### config.mk
export PLATFORM = sky130hd
export DESIGN_NAME = button_count_ctrl
export DESIGN_NICKNAME = d
export VERILOG_FILES = /design/src/rtl/button_count_ctrl.sv
export SDC_FILE = /design/constraint.sdc
export NUM_CORES = 1
export LEC_CHECK = 0
export ABC_AREA = 1
export BUFFER_PORTS_ARGS = -buffer_cell sky130_fd_sc_hd__buf_2
export CAP_MARGIN = 20
export CORE_ASPECT_RATIO = 2
export CORE_UTILIZATION = 55
export DETAILED_ROUTE_END_ITERATION = 10
export GPL_TIMING_DRIVEN = 1
export PLACE_DENSITY = 0.76
export SLEW_MARGIN = 5
export SYNTH_ARGS = -nofsm -noshare
export SYNTH_HDL_FRONTEND = slang
export SYNTH_SLANG_ARGS = --single-unit
export TNS_END_PERCENT = 10
### constraint.sdc
create_clock -name clk -period 2.9 [get_ports clk]
set_input_delay 0.58 -clock clk [delete_from_list [all_inputs] [get_ports clk]]
set_output_delay 0.58 -clock clk [all_outputs]
set_load 0.01 [all_outputs]
### src/rtl/button_count_ctrl.sv
// button_count_ctrl: debounced clear/count buttons drive a 4-bit counter with hold-to-repeat.
// A count button already held when reset ends is ignored until it has been seen released.
module button_count_ctrl #(
  parameter int DEBOUNCE_CYC = 120000,
  parameter int REPEAT_DLY   = 6000000,
  parameter int REPEAT_PER   = 1200000
) (
  input  logic       clk,
  input  logic       rst,
  input  logic [1:0] pmod,
  output logic [3:0] led,
  output logic       inc_pulse
);
  localparam int TMAX = REPEAT_DLY > REPEAT_PER ? REPEAT_DLY : REPEAT_PER;
  localparam int TW = $clog2(TMAX + 1);
  localparam int CW = $clog2(DEBOUNCE_CYC + 1);
  typedef enum logic [1:0] {IDLE, HOLD, REPEAT} state_t;
  logic [1:0] rsync, vld, s1, s2, db, db_d;
  logic [CW-1:0] cnt [2];
  logic rst_i, armed, press, rel, clr, expired, inc_req;
  logic [TW-1:0] tmr, tmr_nxt;
  state_t state, state_nxt;
  assign rst_i = rsync[1];
  // reset asserts immediately, releases two clk edges later
  always_ff @(posedge clk or negedge rst)
    if (!rst) rsync <= '0;
    else rsync <= {rsync[0], 1'b1};
  always_ff @(posedge clk or negedge rst_i)
    if (!rst_i) begin
      s1 <= '1;
      s2 <= '1;
      db_d <= '1;
      vld <= '0;
      armed <= 1'b0;
    end else begin
      s1 <= pmod;
      s2 <= s1;
      db_d <= db;
      vld <= {vld[0], 1'b1};
      armed <= armed | (vld[1] & s2[1] & db[1]);
    end
  always_ff @(posedge clk or negedge rst_i)
    if (!rst_i) begin
      for (int i = 0; i < 2; i++) cnt[i] <= '0;
      db <= '1;
    end else begin
      for (int i = 0; i < 2; i++)
        if (s2[i] == db[i]) cnt[i] <= '0;
        else if (cnt[i] == CW'(DEBOUNCE_CYC - 1)) begin
          cnt[i] <= '0;
          db[i] <= ~db[i];
        end else cnt[i] <= cnt[i] + 1'b1;
    end
  assign press = armed & db_d[1] & ~db[1];
  assign rel = ~db_d[1] & db[1];
  assign clr = ~db[0];
  assign expired = tmr == TW'(1);
  always_comb begin
    state_nxt = state;
    tmr_nxt = tmr;
    inc_req = 1'b0;
    case (state)
      IDLE:
        if (press) begin
          inc_req = 1'b1;
          tmr_nxt = TW'(REPEAT_DLY);
          state_nxt = HOLD;
        end
      HOLD, REPEAT: begin
        tmr_nxt = tmr - 1'b1;
        if (rel) begin
          tmr_nxt = '0;
          state_nxt = IDLE;
        end else if (expired) begin
          inc_req = 1'b1;
          tmr_nxt = TW'(REPEAT_PER);
          state_nxt = REPEAT;
        end
      end
      default: state_nxt = IDLE;
    endcase
    if (clr) begin
      state_nxt = IDLE;
      tmr_nxt = '0;
      inc_req = 1'b0;
    end
  end
  always_ff @(posedge clk or negedge rst_i)
    if (!rst_i) begin
      state <= IDLE;
      tmr <= '0;
      led <= '0;
      inc_pulse <= 1'b0;
    end else begin
      state <= state_nxt;
      tmr <= tmr_nxt;
      led <= clr ? 4'd0 : led + 4'(inc_req);
      inc_pulse <= inc_req;
    end
endmodule

==> results of run 1 <==
==> cell usage in the layout, fill, tap and decap left out, types with 2 or more instances in the layout <==
cell type,netlist,layout
nand3_1,37,37
buf_2,1,8
xor2_1,13,13
dfstp_2,7,7
nor4_1,3,3
inv_2,3,3
nor3b_2,5,5
nand2_1,128,128
a21oi_1,8,8
nor3_2,4,4
nor3b_1,4,4
bufinv_16,0,2
inv_1,64,64
buf_4,0,2
clkbuf_16,0,9
nand4_1,14,14
nor2_4,11,11
conb_1,1,2
nand3_2,8,8
o21ai_0,12,12
nor3_1,16,16
dfrtp_1,69,68
nor2_2,9,9
o21ai_1,10,10
clkinvlp_4,0,3
nand2_2,15,15
ha_1,9,9
nor2_1,82,82
xnor2_1,5,5
==> where the power goes <==
part | total [uW] | internal [uW] | switching (uW)
combinational | 45.9 | 12.3 | 33.7
clock | 1210 | 774 | 440
sequential | 1090 | 1080 | 12.9
total | 2350 | 1860 | 487
==> through the flow <==
| stage | util, % | setup slack (ps) | total power, uW |
|---|---|---|---|
| floorplan | - | 639.0 | 1137 |
| global placement | 59.66 | 883.7 | 1154 |
| detailed placement | 59.66 | 807.7 | 1156 |
| CTS | 63.92 | 795.3 | 2382 |
| global route | 63.92 | 603.5 | 2423 |
| finish | 63.92 | 803.2 | 2349 |
==> worst min path at each step <==
| stage | end | slack [ps] | from | cells after the start |
|---|---|---|---|---|
| after floorplan | rsync[0] | 280 | rst | 0 |
| after global placement | tmr[16] | 190 | rsync[1] | 0 |
| after detailed placement | tmr[16] | 190 | rsync[1] | 0 |
| after CTS | rsync[0] | 1 | rst | 1 |
| after global routing | rsync[1] | 7 | rst | 1 |
| final | rsync[0] | 10 | rst | 1 |
==> cell families after synthesis <==
| logic type | after synthesis |
|---|---|
| xor gates and xnor gates | 19 |
| AOI/OAI and AO/OA | 37 |
| buffers and inverters | 71 |
| and+or+nand+nor | 341 |
| adders and majority gates | 9 |
| DFF | 76 |
| other | 1 |
==> sequential cells by signal, summed over array words and instances, names as in the netlist <==
| signal | count |
|---|---|
| rsync | 2 |
| s2 | 2 |
| state | 2 |
| inc_pulse | 1 |
| vld | 2 |
| led | 4 |
| db | 2 |
| s1 | 2 |
| tmr | 23 |
| armed | 1 |
| cnt | 34 |
| db_d | 1 |
==> routing by layer <==
layer | global-route usage (%) | up-vias | part of all wire, %
li1 | - | 1810 | -
met1 | 26.91 | 1724 | 36
met2 | 50.09 | 75 | 56
met3 | 4.699 | 35 | 2.5
met4 | 18.93 | 0 | 6.0
met5 | 0 | - | 0
==> cell type report <==
cell class                      instances  area [um^2]
Clock inverter                          6        87.58
Timing Repair Buffer                   10        55.05
Tap cell                               94        117.6
Inverter                               69        266.5
Fill cell                             689         2763
Clock buffer                           10        239.0
Sequential cell                        76         1912
Multi-Input combinational cell        408         2217
==> worst max-delay path, cell delays in order (launching register included) <==
cell	delay (ps)
dfrtp_1	370
inv_1	70
ha_1	570
nand2_1	100
o21a_1	200
nor3_2	140
ha_1	200
ha_1	170
xnor2_1	120
nor2_1	50
==> flow_metrics.tcl, run 1 <==
set metrics [dict create \
    synth_mux_area_share_pct 0 \
    synth-xor-area-share_pct 3.947 \
    die_w_um 65.30 \
    post-synth-top-count-cell "nand2_1" \
    synthesis.area_um2 4407 \
    fin_hold_ws_ps 9.879 \
    synthTopCellsByArea "dfrtp_1, nand2_1, nor2_1" \
    coreArea_um2 7657 \
    cts_hold_buf 0 \
    critPathKind "reg -> reg" \
    gp_congestion 1.016 \
    ys_types 41 \
    grt_antenna_before_repair 0 \
    final_cells 673 \
    finalInstanceArea_um2 4895 \
    synthSimpleGateAreaFrac_pct 38.81 \
    end_kind "flop" \
    ys_ff_latch 76 \
    avgViaCountPerCell 5.415 \
    drt_iter0_drc 209 \
    grt_remaining_overflow 0 \
    p_leak_uw 0.002382 \
    r2r-start "state[1]" \
    wl_per_cell_um 15.10 \
    period_share_pct 72.30 \
    period_minus_slack_ps 2097 \
    dieArea_um2 8396 \
    synth_top_cell_by_area "dfrtp_1" \
    cp-endpoint "led[2]" \
    r2r_end "led[2]" \
    place_inst 657 \
    ant_nets 0 \
    area_growth_syn_to_layout_pct 11.07 \
    drv_cap 0 \
    rows 45 \
    grt_max_degree 36 \
    synthAdderAreaFrac_pct 2.555 \
    synth_edf_count 0 \
    status "finished, final reports clean" \
    critPathLaunchType "flop" \
    finalWirelength_mm 10.16 \
    place.detailed.hpwl_mm 7.702 \
    grt_pass1_wl_mm 17.20 \
    die_h_um 128.6 \
    rsz0062_at_grt "false" \
    synth-compound-area-share_pct 4.827 \
    powerDensity_nw_per_um2 479.9 \
    synth_top_family_by_area "simple AND/OR/NAND/NOR gates" \
    nNetsFinal 587 \
    first_pass_iters 6 \
    insertion_delay_ps 340 \
    drive_gt1_share_pct 16.75 \
    startpoint "state[1]" \
    syn_avg_cell_area_um2 7.954 \
    grt_pass1_vias 3743 \
    clock.fmax_ghz 0.4769 \
    fin_skew_ps 5.308 \
    placed_area_um2 4568 \
    cts_sinks 76 \
    cts_made_buffers 9 \
    clkTransAtPathRegs_ps 60 \
    synth.top_cell.area_share_pct 39.18 \
    cts_resized 0 \
    reg2reg_depth 9 \
    post-cts-setup-buffers 0 \
    start_util_pct 57.55 \
    syn_inst 554 \
    drc 0 \
    synth-main-ff-cell "dfrtp_1" \
    port_buffers 8 \
    io_pins 9 \
    setup-violations-final 0 \
    crit_fanout 13 \
    tns_ps 0 \
    required_ps 3130 \
    grt_usage_pct 27.39 \
    synth-seq-area-share_pct 43.36 \
    synth-async-reset-ratio_pct 100.0 \
    peakVddDrop_uv 483.2 \
    ff2ff_setup_slack_ps 800 \
    final_max_slew_viol_count 0 \
    synth_common_cells "nand2_1, nor2_1, dfrtp_1" \
    ys_warn_count 0 \
    hold_violations 0 \
    hp-class "in -> async" \
    diodes 0 \
    clock_tree.buffer_depth 2 \
    htreeDepth 3 \
    worstPathArrival_ps 2330 \
    cts_tree "done" \
    root_buffer "clkbuf_16" \
    dr_total_vias 3644 \
]
Note: power is estimated with default switching activity, not from simulation.
==> run 2: changes to the inputs <==
- clock period: 2.9 -> 2.15 ns (I/O delays scaled with it)
==> flow_metrics.tcl, run 2 (synthesis gave the netlist of run 1 again) <==
set metrics [dict create \
    start_util_pct 57.55 \
    cts_made_buffers 9 \
    port_buffers 8 \
    clkTransAtPathRegs_ps 60 \
    min_path_cells 1 \
    powerDensity_nw_per_um2 621.4 \
    status "finished, final reports clean" \
    path_delay_family "simple AND/OR/NAND/NOR gates" \
    setup-violations-final 0 \
    drv_cap 0 \
    cp_slowest_cell "dfrtp_1" \
    peakVddDrop_uv 525.4 \
    ant_nets 0 \
    layout_common_cells "nand2_1, nor2_1, dfrtp_1, inv_1, nand3_1" \
    clock.fmax_ghz 0.5071 \
    nNetsFinal 591 \
    fin_skew_ps 7.470 \
    period_share_pct 91.73 \
    required_ps 2380 \
    wl_met3_um 242 \
    period_minus_slack_ps 1972 \
    placed_area_um2 4603 \
    coreArea_um2 7657 \
    tightest_slew_ps 523.9 \
    reg2reg_depth 10 \
    grt_pass1_wl_mm 17.25 \
    final_max_slew_viol_count 0 \
    dieArea_um2 8396 \
    crit_fanout 4 \
    post-cts-setup-buffers 0 \
    diodes 0 \
    wl_met2_mm 5.643 \
    grt_antenna_before_repair 0 \
    hp-class "in -> reg" \
    gp_congestion 0.9879 \
    reg_top3 "cnt (34), tmr (23), led (4)" \
    grt_pass1_vias 3672 \
    rsz0062_at_grt "false" \
    critPathKind "reg -> reg" \
    grt_remaining_overflow 0 \
    largest-register "cnt" \
    first_pass_iters 4 \
    drc 0 \
    drt_iter0_drc 244 \
    worstSetupPathDepth 10 \
    tns_ps 0 \
    area_growth_syn_to_layout_pct 11.90 \
    nFillCells 688 \
    worstPathArrival_ps 2200 \
    place.detailed.hpwl_mm 7.551 \
    drt-met1-wl_mm 3.681 \
    crit_chain "nor2_1 > nand2_2 > nor2_2 > nand3_4 > o21a_1 > nor3_2 > ha_1 > ha_1 > xnor2_1 > nor2_1" \
    dr_total_vias 3650 \
    critPathLaunchType "flop" \
    maxUsedRoutingLayer "met4" \
    worstPathBufferInverterCount 0 \
    end_kind "flop" \
    cts_sinks 76 \
    htreeDepth 3 \
    critPathMaxStageDelay_ps 420 \
    grt_max_degree 75 \
    die_h_um 128.6 \
    rows 45 \
    die_w_um 65.30 \
    drive_gt1_share_pct 17.32 \
    root_buffer "clkbuf_16" \
    clock_tree.buffer_depth 2 \
    slew_headroom_pct 64.95 \
    avgViaCountPerCell 5.391 \
    grt_usage_pct 27.43 \
    p_total_uw 3064 \
    finalWirelength_mm 10.07 \
    hold_violations 0 \
    layout_commonest_cell "nand2_1" \
    largest_reg_flops 34 \
    cts_tree "done" \
    io_pins 9 \
    finalInstanceArea_um2 4931 \
    p_leak_uw 0.002403 \
    insertion_delay_ps 340 \
    wl_per_cell_um 14.88 \
]
==> run 2: per-stage QoR <==
stage | setup WS, ps | util [%] | instances | hold WS (ps)
6_report | 177.9 | 64.40 | 677 | 194.4
4_1_cts | 143.1 | 64.30 | 677 | 183.4
2_1_floorplan | 323.8 | - | 555 | 134.4
3_5_place_dp | 182.2 | 60.11 | 660 | 216.9
5_1_grt | 6.219 | 64.40 | 677 | 182.2
3_3_place_gp | 217.7 | 60.11 | 660 | 214.4
==> run 2: area by class of cell <==
type | count | area (um^2) | area share [%]
sequential | 76 | 1912 | 38.77
multi-input combinational | 408 | 2225 | 45.12
inverter | 69 | 266.5 | 5.405
timing repair buffer | 14 | 100.1 | 2.030
clock inverter | 6 | 71.32 | 1.446
clock buffer | 10 | 239.0 | 4.846
tap | 94 | 117.6 | 2.385
==> run 2: path summary, 6_finish.rpt <==
path,from,to,slack [ps]
min reg2reg,rsync[1],led[2],280
max in group asynchronous,rsync[1],db[1],1510
max reg2reg,tmr[7],led[2],180
max,tmr[7],led[2],180
min in group asynchronous,rsync[1],led[2],280
min,pmod[0],s1[0],190
==> run 2: power by group <==
part | internal [uW] | switching, uW | leakage (uW) | total, uW
sequential | 1450 | 11.9 | 0.00102 | 1460
combinational | 19.2 | 50.4 | 0.00124 | 69.6
clock | 937 | 594 | 0.000145 | 1530
==> run 2: what timing repair did <==
action	CTS	global route
resized for setup	0	2
setup endpoints to repair	0	1
hold buffers	1	0
hold endpoints to repair	2	0
==> run 2: routing by layer <==
layer | vias up | global-route usage, %
met4 | 0 | 17.26
met5 | - | 0
met1 | 1716 | 28.79
li1 | 1833 | -
met3 | 40 | 4.433
met2 | 61 | 49.24
